--- src/rtl/sobol_fp16_scheduler.sv ---
// Round-robin scheduler that funnels N_REQ Sobol INT32 streams through one registered
// INT32-to-FP16 (5-bit exponent, 11-bit truncated mantissa) conversion stage.
module sobol_fp16_scheduler #(
  parameter int unsigned N_REQ = 4,
  parameter int unsigned LEN_W = 16
) (
  input  logic                 clk,
  input  logic                 rst_n,
  input  logic                 start,
  input  logic [LEN_W-1:0]     cfg_len,
  input  logic [N_REQ-1:0]     req_valid,
  input  logic [32*N_REQ-1:0]  req_data,
  output logic [N_REQ-1:0]     req_ready,
  output logic                 out_valid,
  output logic [15:0]          out_fp16,
  output logic [1:0]           out_id,
  input  logic                 out_ready,
  output logic                 busy,
  output logic                 done
);

  localparam int unsigned IdxW = (N_REQ > 1) ? $clog2(N_REQ) : 1;

  typedef enum logic [1:0] {StIdle, StRun, StDrain, StDone} state_e;

  state_e            state_q;
  logic [IdxW-1:0]   ptr_q;
  logic [LEN_W-1:0]  issued_q;
  logic [LEN_W-1:0]  len_q;
  logic              out_valid_q;
  logic [15:0]       out_fp16_q;
  logic [1:0]        out_id_q;
  logic              busy_q;
  logic              done_q;

  logic              can_grant;
  logic              grant_any;
  logic [IdxW-1:0]   grant_idx;
  logic [IdxW-1:0]   cand_idx;
  logic [31:0]       grant_data;
  logic [4:0]        mso;
  logic [10:0]       conv_mant;
  logic [15:0]       conv_fp16;
  logic [IdxW-1:0]   ptr_next;

  // A grant needs room in the output register, which frees up on the same edge it is accepted.
  assign can_grant = (state_q == StRun) && (issued_q < len_q) && (!out_valid_q || out_ready);

  always_comb begin
    grant_any = 1'b0;
    grant_idx = '0;
    cand_idx  = '0;
    for (int unsigned i = 0; i < N_REQ; i++) begin
      cand_idx = IdxW'((32'(ptr_q) + i) % N_REQ);
      if (can_grant && !grant_any && req_valid[cand_idx]) begin
        grant_any = 1'b1;
        grant_idx = cand_idx;
      end
    end
    req_ready = '0;
    if (grant_any) begin
      req_ready[grant_idx] = 1'b1;
    end
  end

  always_comb begin
    if (grant_idx == IdxW'(N_REQ - 1)) begin
      ptr_next = '0;
    end else begin
      ptr_next = grant_idx + 1'b1;
    end
  end

  // Values below 2^12 share exponent 11 so the mantissa keeps its fixed 11-bit window.
  always_comb begin
    grant_data = req_data[32*grant_idx +: 32];
    mso        = 5'd11;
    for (int b = 12; b < 32; b++) begin
      if (grant_data[b]) begin
        mso = 5'(b);
      end
    end
    conv_mant = 11'(grant_data >> (mso - 5'd10));
    conv_fp16 = {mso, conv_mant};
  end

  always_ff @(posedge clk or negedge rst_n) begin
    if (!rst_n) begin
      state_q     <= StIdle;
      ptr_q       <= '0;
      issued_q    <= '0;
      len_q       <= '0;
      out_valid_q <= 1'b0;
      out_fp16_q  <= 16'h0000;
      out_id_q    <= 2'd0;
      busy_q      <= 1'b0;
      done_q      <= 1'b0;
    end else begin
      unique case (state_q)
        StIdle: begin
          if (start) begin
            state_q  <= StRun;
            len_q    <= cfg_len;
            issued_q <= '0;
            busy_q   <= 1'b1;
          end
        end
        StRun: begin
          if (grant_any && (issued_q != len_q)) begin
            issued_q <= issued_q + 1'b1;
          end
          if (issued_q == len_q) begin
            state_q <= StDrain;
          end
        end
        StDrain: begin
          if (!out_valid_q || out_ready) begin
            state_q <= StDone;
            busy_q  <= 1'b0;
            done_q  <= 1'b1;
          end
        end
        StDone: begin
          state_q <= StIdle;
          done_q  <= 1'b0;
        end
        default: begin
          state_q <= StIdle;
          busy_q  <= 1'b0;
          done_q  <= 1'b0;
        end
      endcase

      if (grant_any) begin
        ptr_q       <= ptr_next;
        out_valid_q <= 1'b1;
        out_fp16_q  <= conv_fp16;
        out_id_q    <= 2'(grant_idx);
      end else if (out_ready) begin
        out_valid_q <= 1'b0;
      end
    end
  end

  assign out_valid = out_valid_q;
  assign out_fp16  = out_fp16_q;
  assign out_id    = out_id_q;
  assign busy      = busy_q;
  assign done      = done_q;

endmodule

--- config.mk ---
export PLATFORM = sky130hd
export DESIGN_NAME = sobol_fp16_scheduler
export DESIGN_NICKNAME = d
export VERILOG_FILES = /design/src/rtl/sobol_fp16_scheduler.sv
export SDC_FILE = /design/constraint.sdc
export NUM_CORES = 1
export LEC_CHECK = 0
export ABC_CLOCK_PERIOD_IN_PS = 6100
export BUFFER_PORTS_ARGS = -buffer_cell sky130_fd_sc_hd__buf_2
export CORE_AREA = 4 4 94 162
export DETAILED_ROUTE_END_ITERATION = 6
export DIE_AREA = 0 0 98 166
export HOLD_SLACK_MARGIN = 0.06
export PLACE_DENSITY = 0.77
export SYNTH_ARGS = -nofsm -noshare
export SYNTH_HDL_FRONTEND = slang
export SYNTH_SLANG_ARGS = --single-unit
--- constraint.sdc ---
create_clock -name clk -period 6.1 [get_ports clk]
set_input_delay 0.305 -clock clk [delete_from_list [all_inputs] [get_ports clk]]
set_output_delay 0.305 -clock clk [all_outputs]
set_load 0.05 [all_outputs]
# [Word level (Yosys, flattened, before mapping)]
# Cells that the tools add are included.
# Widths: inputs -> output; s select.
[classes] add_sub_neg=6 order_cmp=7 n_eq_ne=10 n_shift=2 mux=54 reduce_logical=26
[ops] cell="$shiftx 128x8->32" count=1
[ops] cell="$mux 5" count=19
[ops] cell="$mux 16" count=2
[ops] cell="$pmux 16 s2" count=1
[ops] cell="$shr 32x5->11" count=1
[ops] cell="$add 16x1->16 const B" count=1
[ops] cell="$eq 16x16->1" count=1
[ops] cell="$lt 16x16->1" count=1
[ops] cell="$mux 2" count=8
[ops] cell="$ne 16x16->1" count=1
[ops] cell="$lt 2x3->1 const B" count=5
[ops] cell="$mux 1" count=14
[ops] cell="$logic_and 1x1->1" count=11
[ops] cell="$reduce_and 3->1" count=3
[ops] cell="$bmux 1 s2" count=4
[ops] cell="$pmux 2 s4" count=1
[ops] cell="$reduce_bool 2->1" count=4
[ops] cell="$eq 2x2->1 const B" count=3
[ops] cell="$sub 5x4->5 const B" count=1
[ops] cell="$add 2x1->2 const B" count=2
[ops] cell="$add 2x2->2 const B" count=2
[ops] cell="$logic_not 1->1" count=4
[ops] cell="$mux 4" count=1
[ops] cell="$ne 2x1->1 const B" count=2
[ops] cell="9 further kinds" count=12
[word_totals] reg_bits=57 input_bits=152 out_inout_bits=25 elab_cells=114

# [Logic depth before layout (Yosys ltp)]
# Gate-level depths: netlist of the first run.
[depth] ltp_word=40 depth_mapped=27 depth_no_buf=19

# [Least setup slack after synthesis of the first run]
# OpenSTA, ideal clock, no wires.
[synth_timing] path_kind="register -> register" startpoint="register issued_q[13]" endpoint="register out_fp16_q[1] (netlist: out_fp16[1])" setup_ps=137 arrival_time_ps=4977 required_ps=5963 slack_ps=985 path_stages_with_launch=24 path_buffers=6 synth_period_minus_slack_ps=5115 path_cell_list="dfrtp_1 -> ha_1 -> a21oi_1 -> o2111ai_2 -> or3_1 -> buf_2 -> nor3_4 -> buf_6 -> inv_2 -> buf_2 -> clkbuf_1 -> clkbuf_1 -> buf_1 -> nand3_1 -> o21ai_0 -> a21oi_1 -> nand3_1 -> a31oi_1 -> nor3_1 -> ha_1 -> xnor2_2 -> mux2_2 -> a2111oi_0 -> nor4_1"
[synth_between] elab_chain_len=40 elab_cells_between_ends=44 classes_between="1 x add/sub; 1 x order compare; 2 x shift; 28 x mux; 12 x reduce/logical"
[synth_rtl] element="from (decl)" line_no="28" text="logic [LEN_W-1:0] issued_q;"
[synth_rtl] element="from (signal assigned)" line_no="110" text="issued_q <= issued_q + 1'b1;"
[synth_rtl] element="$lt 16x16->1 (*)" line_no="47" text="assign can_grant = (state_q == StRun) && (issued_q < len_q) && (!out_valid_q || out_ready);"
[synth_rtl] element="$logic_and 1x1->1 (*) (2 in a row)" line_no="47"
[synth_rtl] element="$logic_and 1x1->1" line_no="55" text="if (can_grant && !grant_any && req_valid[cand_idx]) begin"
[synth_rtl] element="$mux 1" line_no="55"
[synth_rtl] element="$logic_not 1->1" line_no="55"
[synth_rtl] element="$logic_and 1x1->1 (2 in a row)" line_no="55"
[synth_rtl] element="$mux 1" line_no="55"
[synth_rtl] element="$logic_not 1->1" line_no="55"
[synth_rtl] element="[3 not listed]"
[synth_rtl] element="$logic_not 1->1" line_no="55"
[synth_rtl] element="$logic_and 1x1->1 (2 in a row)" line_no="55"
[synth_rtl] element="$mux 2" line_no="55"
[synth_rtl] element="$shiftx 128x8->32" line_no="76" text="grant_data = req_data[32*grant_idx +: 32];"
[synth_rtl] element="$mux 3" line_no="79" text="if (grant_data[b]) begin"
[synth_rtl] element="$mux 5 (19 in a row)" line_no="79"
[synth_rtl] element="$sub 5x4->5" line_no="83" text="conv_mant = 11'(grant_data >> (mso - 5'd10));"
[synth_rtl] element="$shr 32x5->11" line_no="83"
[synth_rtl] element="to (signal assigned)" line_no="137" text="out_fp16_q <= conv_fp16;"
[synth_rtl] element="to (decl)" line_no="31" text="logic [15:0] out_fp16_q;"
# Mark *: on every way between the ends. The rest lies on a longest branch, timed or not.
# A chain may end at the register's enable or synchronous reset.

# [Worst setup path after layout of the first run]
# Ends and elaborated chain as after synthesis.

==> flow_metrics.tcl, run 1 <==
set metrics [dict create \
    slowest_delay_ps 800 \
    clkSinkCount 57 \
    finalSetupViolations 0 \
    fp.dieW_um 98 \
    p_leak_nw 3.85 \
    dieArea_um2 16300 \
    ctsRootBufferMaster "clkbuf_16" \
    async_flop_share_pct 100 \
    avgViaCountPerCell 6.17 \
    p_sw_mw 0.327 \
    syn_avg_cell_area_um2 7.80 \
    clk_pin_slew_ps 50 \
    cp_cell_sequence "ha_1, a21oi_1, o2111ai_2, or3_1, nor3_4, buf_4, a211oi_1, o221ai_2, a31o_1, nand2b_1, inv_1, ha_1, xnor2_2, mux2_2, a2111oi_0, nor4_1" \
    max-vdd-ir-drop_mv 0.126 \
    grt_first_pass_wirelength_um 36000 \
    crit_path_start_kind "flop" \
    dp_slack_ps 611 \
    synth-compound-area-share_pct 24.9 \
    antennaDiodeCount 0 \
    grt_max_degree 58 \
    core.rowCount 57 \
    numCtsBuffers 9 \
    synthesis.nets 1038 \
    min_period_ps 5530 \
    ant_nets 0 \
    crit_top_cell "ha_1" \
    critPathLaunch "issued_q[13]" \
    antenna_found_initial 0 \
    synth_top_area_share_pct 21.3 \
    synth_xor_area_share_pct 1.53 \
    slew_headroom_pct 34.9 \
    yosysUniqueCellTypes 76 \
    crit_fanout 20 \
    grt_util_met2_pct 50.9 \
    met3_usage_pct 2.94 \
    p_sw_share_pct 27.8 \
    power_frac_comb_pct 23.5 \
    cts_htree_levels 3 \
    tritoncts "yes" \
    area_delta_synth_final_pct 19.6 \
    drive_above_1_share_pct 28.0 \
    worst-setup-path-type "flop to flop" \
    max_freq_mhz 181 \
    r2r-start "issued_q[13]" \
    grt_util_met1_pct 28.1 \
    cts_hold_buf 0 \
    power.density_nw_per_um2 147 \
    yosys.cell_count.top_type "nand2_1" \
    ys.flop_type "dfrtp_1" \
    drv_slew 0 \
    maxCapViolCount 0 \
    min_period_over_period_pct 90.6 \
    synth_mux_area_share_pct 16.0 \
    die_h_um 166 \
    syn_area_um2 6700 \
    synth_edf_count 0 \
    synth-seq-cells 57 \
    post_cts_resized 0 \
    clk_path_buf_depth 2 \
    post-cts-setup-buffers 0 \
    syn_inst 859 \
    status "finished clean" \
    ys_seq_area_share_pct 21.3 \
    yosys-top-cells-count "nand2_1, nor2_1, dfrtp_1" \
    synthSimpleGateAreaFrac_pct 24.5 \
    cp.required_ps 6290 \
    portBuffers 176 \
    seqPwrFrac_pct 32.2 \
    synth_adder_area_share_pct 5.04 \
    crit_buf_inv 2 \
    synth_top_family_by_area "compound AO/OA/AOI/OAI gates" \
    drc_errors 0 \
    grt_usage_pct 26.8 \
    grt_setup_unrepaired "no" \
    yosys_warnings 0 \
    dr.pass1.iters 5 \
    dr.first_iter.drc_count 557 \
    hpwl_um 17600 \
    overflow 0 \
    p_clk_share_pct 44.3 \
    synth.area.top_cells "dfrtp_1, mux2i_1, nand2_1" \
    core_area_um2 13900 \
    cpMaxStageDelayCell "xnor2_2" \
    via_count 7382 \
    worst_skew_pair.late_latency_ps 320 \
    path_delay_family "compound AO/OA/AOI/OAI gates" \
    wl_per_cell_um 18.5 \
    cp_data_arrival_time_ps 5720 \
    min_path_type "input port to asynchronous set/reset pin" \
    worstMarginPinSlew_ps 972 \
    grt_pass1_vias 7355 \
    finalClockSkew_ps 6.70 \
    io_pins 177 \
    layout.nets 1194 \
    drt-total-wl_um 22200 \
    cp-end-kind "flop" \
    yosysTopAreaCell "dfrtp_1" \
    place.gp.congestion 0.994 \
    p_int_mw 0.850 \
    setup_ws_ps 574 \
    initial_core_util_pct 48.2 \
    hold_viol 0 \
    grt.busiest_layer "met2" \
    fin_tns_setup_ps 0 \
]
-- metrics by stage --
stage / hold WS, ps / utilization (%) / cells / cell area, um2 / power, mW
floorplan: 9.41 / - / 859 / 6700 / 0.544
global placement: 457 / 55.3 / 1181 / 7700 / 0.656
detailed placement: 459 / 55.3 / 1181 / 7700 / 0.655
CTS: 144 / 57.6 / 1197 / 8010 / 1.18
global route: 182 / 57.6 / 1197 / 8010 / 1.23
finish: 107 / 57.6 / 1197 / 8010 / 1.18
-- placed cells by master (no fill, tap or decap), types with 7 or more instances in the layout --
cell type and n:
o31ai_1 8, inv_1 41, o22ai_1 8, mux2i_1 51, nand3_1 43, xor2_1 7
dfrtp_1 57, a211oi_1 24, nor3_1 14, nand4_1 19, o31a_1 13, o21ai_0 40
ha_1 27, nor2_1 85, or2_2 8, clkbuf_16 9, buf_2 176, a21oi_1 35
mux4_2 10, a31oi_1 14, o311ai_0 11, nand2_1 123, o211ai_1 10, mux2_2 30
buf_4 24, nand2b_1 7
-- per-layer routing --
| layer | up-vias | wire length [um] |
|---|---|---|
| met3 | 90 | 914 |
| met4 | 0 | 1110 |
| met5 | - | 0 |
| met1 | 3508 | 8130 |
| met2 | 281 | 12000 |
| li1 | 3503 | - |
-- path summary, 6_finish.rpt --
check                      depth (start not counted)            to  slack (ps)
max                                               16   out_fp16[1]         570
max in group asynchronous                          2     len_q[10]        5510
max reg2reg                                       16   out_fp16[1]         570
min reg2reg                                        2  out_fp16[11]         470
min                                                2          busy         110
min in group clk                                   2     len_q[10]         210
-- cells by family after synthesis --
group / after synthesis
muxes: 91
adders and majority gates: 27
and+or+nand+nor: 346
xor gates and xnor gates: 10
DFF: 57
AOI/OAI and AO/OA: 230
buffers and inverters: 98
-- area by class of cell --
class	instances	area (um2)
clock buffers	9	225
clock inverters	7	85.1
multi-input cells	704	4830
fillers	1335	5900
repair buffers	200	1060
well taps	177	221
flip-flops and latches	57	1430
inverters	43	161
-- sequential cells by signal, indices dropped and copies added (netlist names) --
name,flops
out_id,2
out_fp16,16
len_q,16
out_valid,1
busy,1
state_q,2
done,1
issued_q,16
ptr_q,2
-- worst reg2reg max path: stages, from the launching register on --
cell and delay, ps:
dfrtp_1 400, ha_1 340, a21oi_1 190, o2111ai_2 220
or3_1 480, nor3_4 490, buf_4 350, a211oi_1 170
o221ai_2 420, a31o_1 150, nand2b_1 120, inv_1 60
ha_1 260, xnor2_2 800, mux2_2 450, a2111oi_0 400
nor4_1 100
-- power by group through the flow --
stage	registers, mW	clock network, mW	logic, mW
after floorplan	0.385	0	0.159
after global placement	0.385	0	0.271
after detailed placement	0.385	0	0.270
after CTS	0.379	0.530	0.272
final	0.379	0.522	0.276
after global routing	0.378	0.554	0.301
Note: power is estimated with default switching activity, not from simulation.
==> inputs of run 2 (changes only) <==
- ABC_AREA: default -> 1
- CORE_AREA: 4 4 94 162 -> 4 4 91 156
- DIE_AREA: 0 0 98 166 -> 0 0 95 160
==> run 2 against run 1 <==
Critical path depth up 20. Utilization down 0.50 points. Non-clock buffer count down 9. Die area down 6.6%. Worst setup slack better by 200 ps. Critical endpoint is now out_fp16[6]. Hold slack better by 17 ps. Via count down 5.9%. First-iteration DRC count down 39%. Fmax up 3.7%. Largest cell class unchanged. Area after synthesis down 7.2%. Flip-flop and latch count unchanged.
==> flow_metrics.tcl, run 2 <==
set metrics [dict create \
    worst-setup-path-type "flop to flop" \
    dr.first_iter.drc_count 337 \
    post_cts_resized 0 \
    antennaDiodeCount 0 \
    worst_skew_pair.late_latency_ps 330 \
    yosysTopAreaCell "dfrtp_1" \
    cp-end-kind "flop" \
    clk_path_buf_depth 2 \
    grt_pass1_vias 6500 \
    cts_hold_buf 0 \
    post-cts-setup-buffers 0 \
    tritoncts "yes" \
    yosys_warnings 0 \
    numCtsBuffers 9 \
    hold_viol 0 \
    ys.flop_type "dfrtp_1" \
    clk_pin_slew_ps 50 \
    dieArea_um2 15200 \
    drc_errors 0 \
    syn_avg_cell_area_um2 6.15 \
    syn_inst 1011 \
    synthesis.nets 1190 \
    crit_path_start_kind "flop" \
    drv_slew 0 \
    avgViaCountPerCell 5.19 \
    synth-seq-cells 57 \
    grt_first_pass_wirelength_um 29900 \
    drive_above_1_share_pct 22.6 \
    async_flop_share_pct 100 \
    via_count 6945 \
    layout.nets 1341 \
    fp.dieW_um 95 \
    antenna_found_initial 0 \
    min_period_ps 5330 \
    slowest_delay_ps 500 \
    fin_tns_setup_ps 0 \
    layout_commonest_cell "nand2_1" \
    slew_headroom_pct 46.3 \
    dr.pass1.iters 5 \
    io_pins 177 \
    max_freq_mhz 188 \
    grt_max_degree 69 \
    min_period_over_period_pct 87.4 \
    status "finished clean" \
    synth.area.top_cells "dfrtp_1, nand2_1, nand3_1" \
    synth_top_area_share_pct 22.9 \
    clkSinkCount 57 \
    die_h_um 160 \
    cp.required_ps 6360 \
    grt_usage_pct 24.4 \
    hpwl_um 15100 \
    area_delta_synth_final_pct 18.8 \
    ys_seq_area_share_pct 22.9 \
    grt_setup_unrepaired "no" \
    setup_ws_ps 770 \
    drt-total-wl_um 18700 \
    most-common-layout-cells "nand2_1, buf_2, nand3_1" \
    core.rowCount 55 \
    hold_slack_ps 124 \
    worstMarginPinSlew_ps 805 \
    core_area_um2 12900 \
    synth_edf_count 0 \
    syn_area_um2 6220 \
    yosysUniqueCellTypes 54 \
    yosys-top-cells-count "nand2_1, nand3_1, inv_1" \
    yosys.cell_count.top_type "nand2_1" \
    fillers 1362 \
    maxCapViolCount 0 \
    place.gp.congestion 1.00 \
    cts_htree_levels 3 \
    min_path_type "input port to asynchronous set/reset pin" \
    crit_top_cell "nand2_1" \
    ctsRootBufferMaster "clkbuf_16" \
    dp_slack_ps 838 \
    finalClockSkew_ps 8.81 \
    portBuffers 176 \
    initial_core_util_pct 48.0 \
    ant_nets 0 \
    cp_data_arrival_time_ps 5590 \
    crit_fanout 68 \
    overflow 0 \
    wl_per_cell_um 14.0 \
    cpMaxStageDelayCell "buf_4" \
    finalSetupViolations 0 \
]
[run 2: worst paths after layout]
| kind | startpoint | cells after the start | end | slack, ps |
|---|---|---|---|---|
| min in group clk | cfg_len[0] | 2 | len_q[0] | 220 |
| hold reg to reg | out_id[1] | 2 | out_id[1] | 480 |
| max in group asynchronous | rst_n | 2 | busy | 5490 |
| setup reg to reg | issued_q[10] | 36 | out_fp16[6] | 770 |
| hold / removal | rst_n | 2 | len_q[2] | 120 |
| setup / recovery | issued_q[10] | 36 | out_fp16[6] | 770 |
[run 2: per-layer routing]
| metal | wire (um) | track usage, % | share of wire (%) | up-vias |
|---|---|---|---|---|
| met2 | 10100 | 45.4 | 54 | 218 |
| li1 | - | - | - | 3582 |
| met4 | 786 | 12.2 | 4.2 | 0 |
| met1 | 6880 | 26.4 | 37 | 3109 |
| met3 | 868 | 2.69 | 4.6 | 36 |
| met5 | 0 | 0 | 0 | - |
[run 2: area by class of cell]
cell class                 instances  area, um2  area share, %
clock inverter                     3       40.0          0.542
tap                              171        214           2.90
clock buffer                      12        256           3.47
multi-input combinational        775       3970           53.7
sequential                        57       1430           19.3
timing repair buffer             191        993           13.5
inverter                         128        485           6.57
[run 2: critical path: cells and delay by family, from the launching register on]
kind,cells,cell delay [ps]
adder cells (fa/ha/maj),2,510
AND/OR/NAND/NOR,22,2280
buffers and inverters,7,1120
XOR/XNOR,1,140
flip-flops,1,410
AO/OA/AOI/OAI,4,770
[run 2: cells by family after synthesis]
logic type | count (synthesis) | synth area share (%)
and+or+nand+nor | 622 | 44.4
buffers and inverters | 179 | 13.2
AOI/OAI and AO/OA | 120 | 12.7
DFF | 57 | 22.9
adders and majority gates | 27 | 5.43
xor gates and xnor gates | 4 | 0.986
muxes | 2 | 0.342
[run 2: through the flow]
stage	cells	area, um2	util [%]
after global routing	1337	7380	57.1
after floorplan	1011	6220	-
after CTS	1337	7380	57.1
after detailed placement	1322	7090	54.8
after global placement	1322	7090	54.8
final	1337	7380	57.1
Power of run 2 is left out: the tool's default activity adds up to more than one toggle a clock period on the data nets, which glitch-free logic cannot reach.
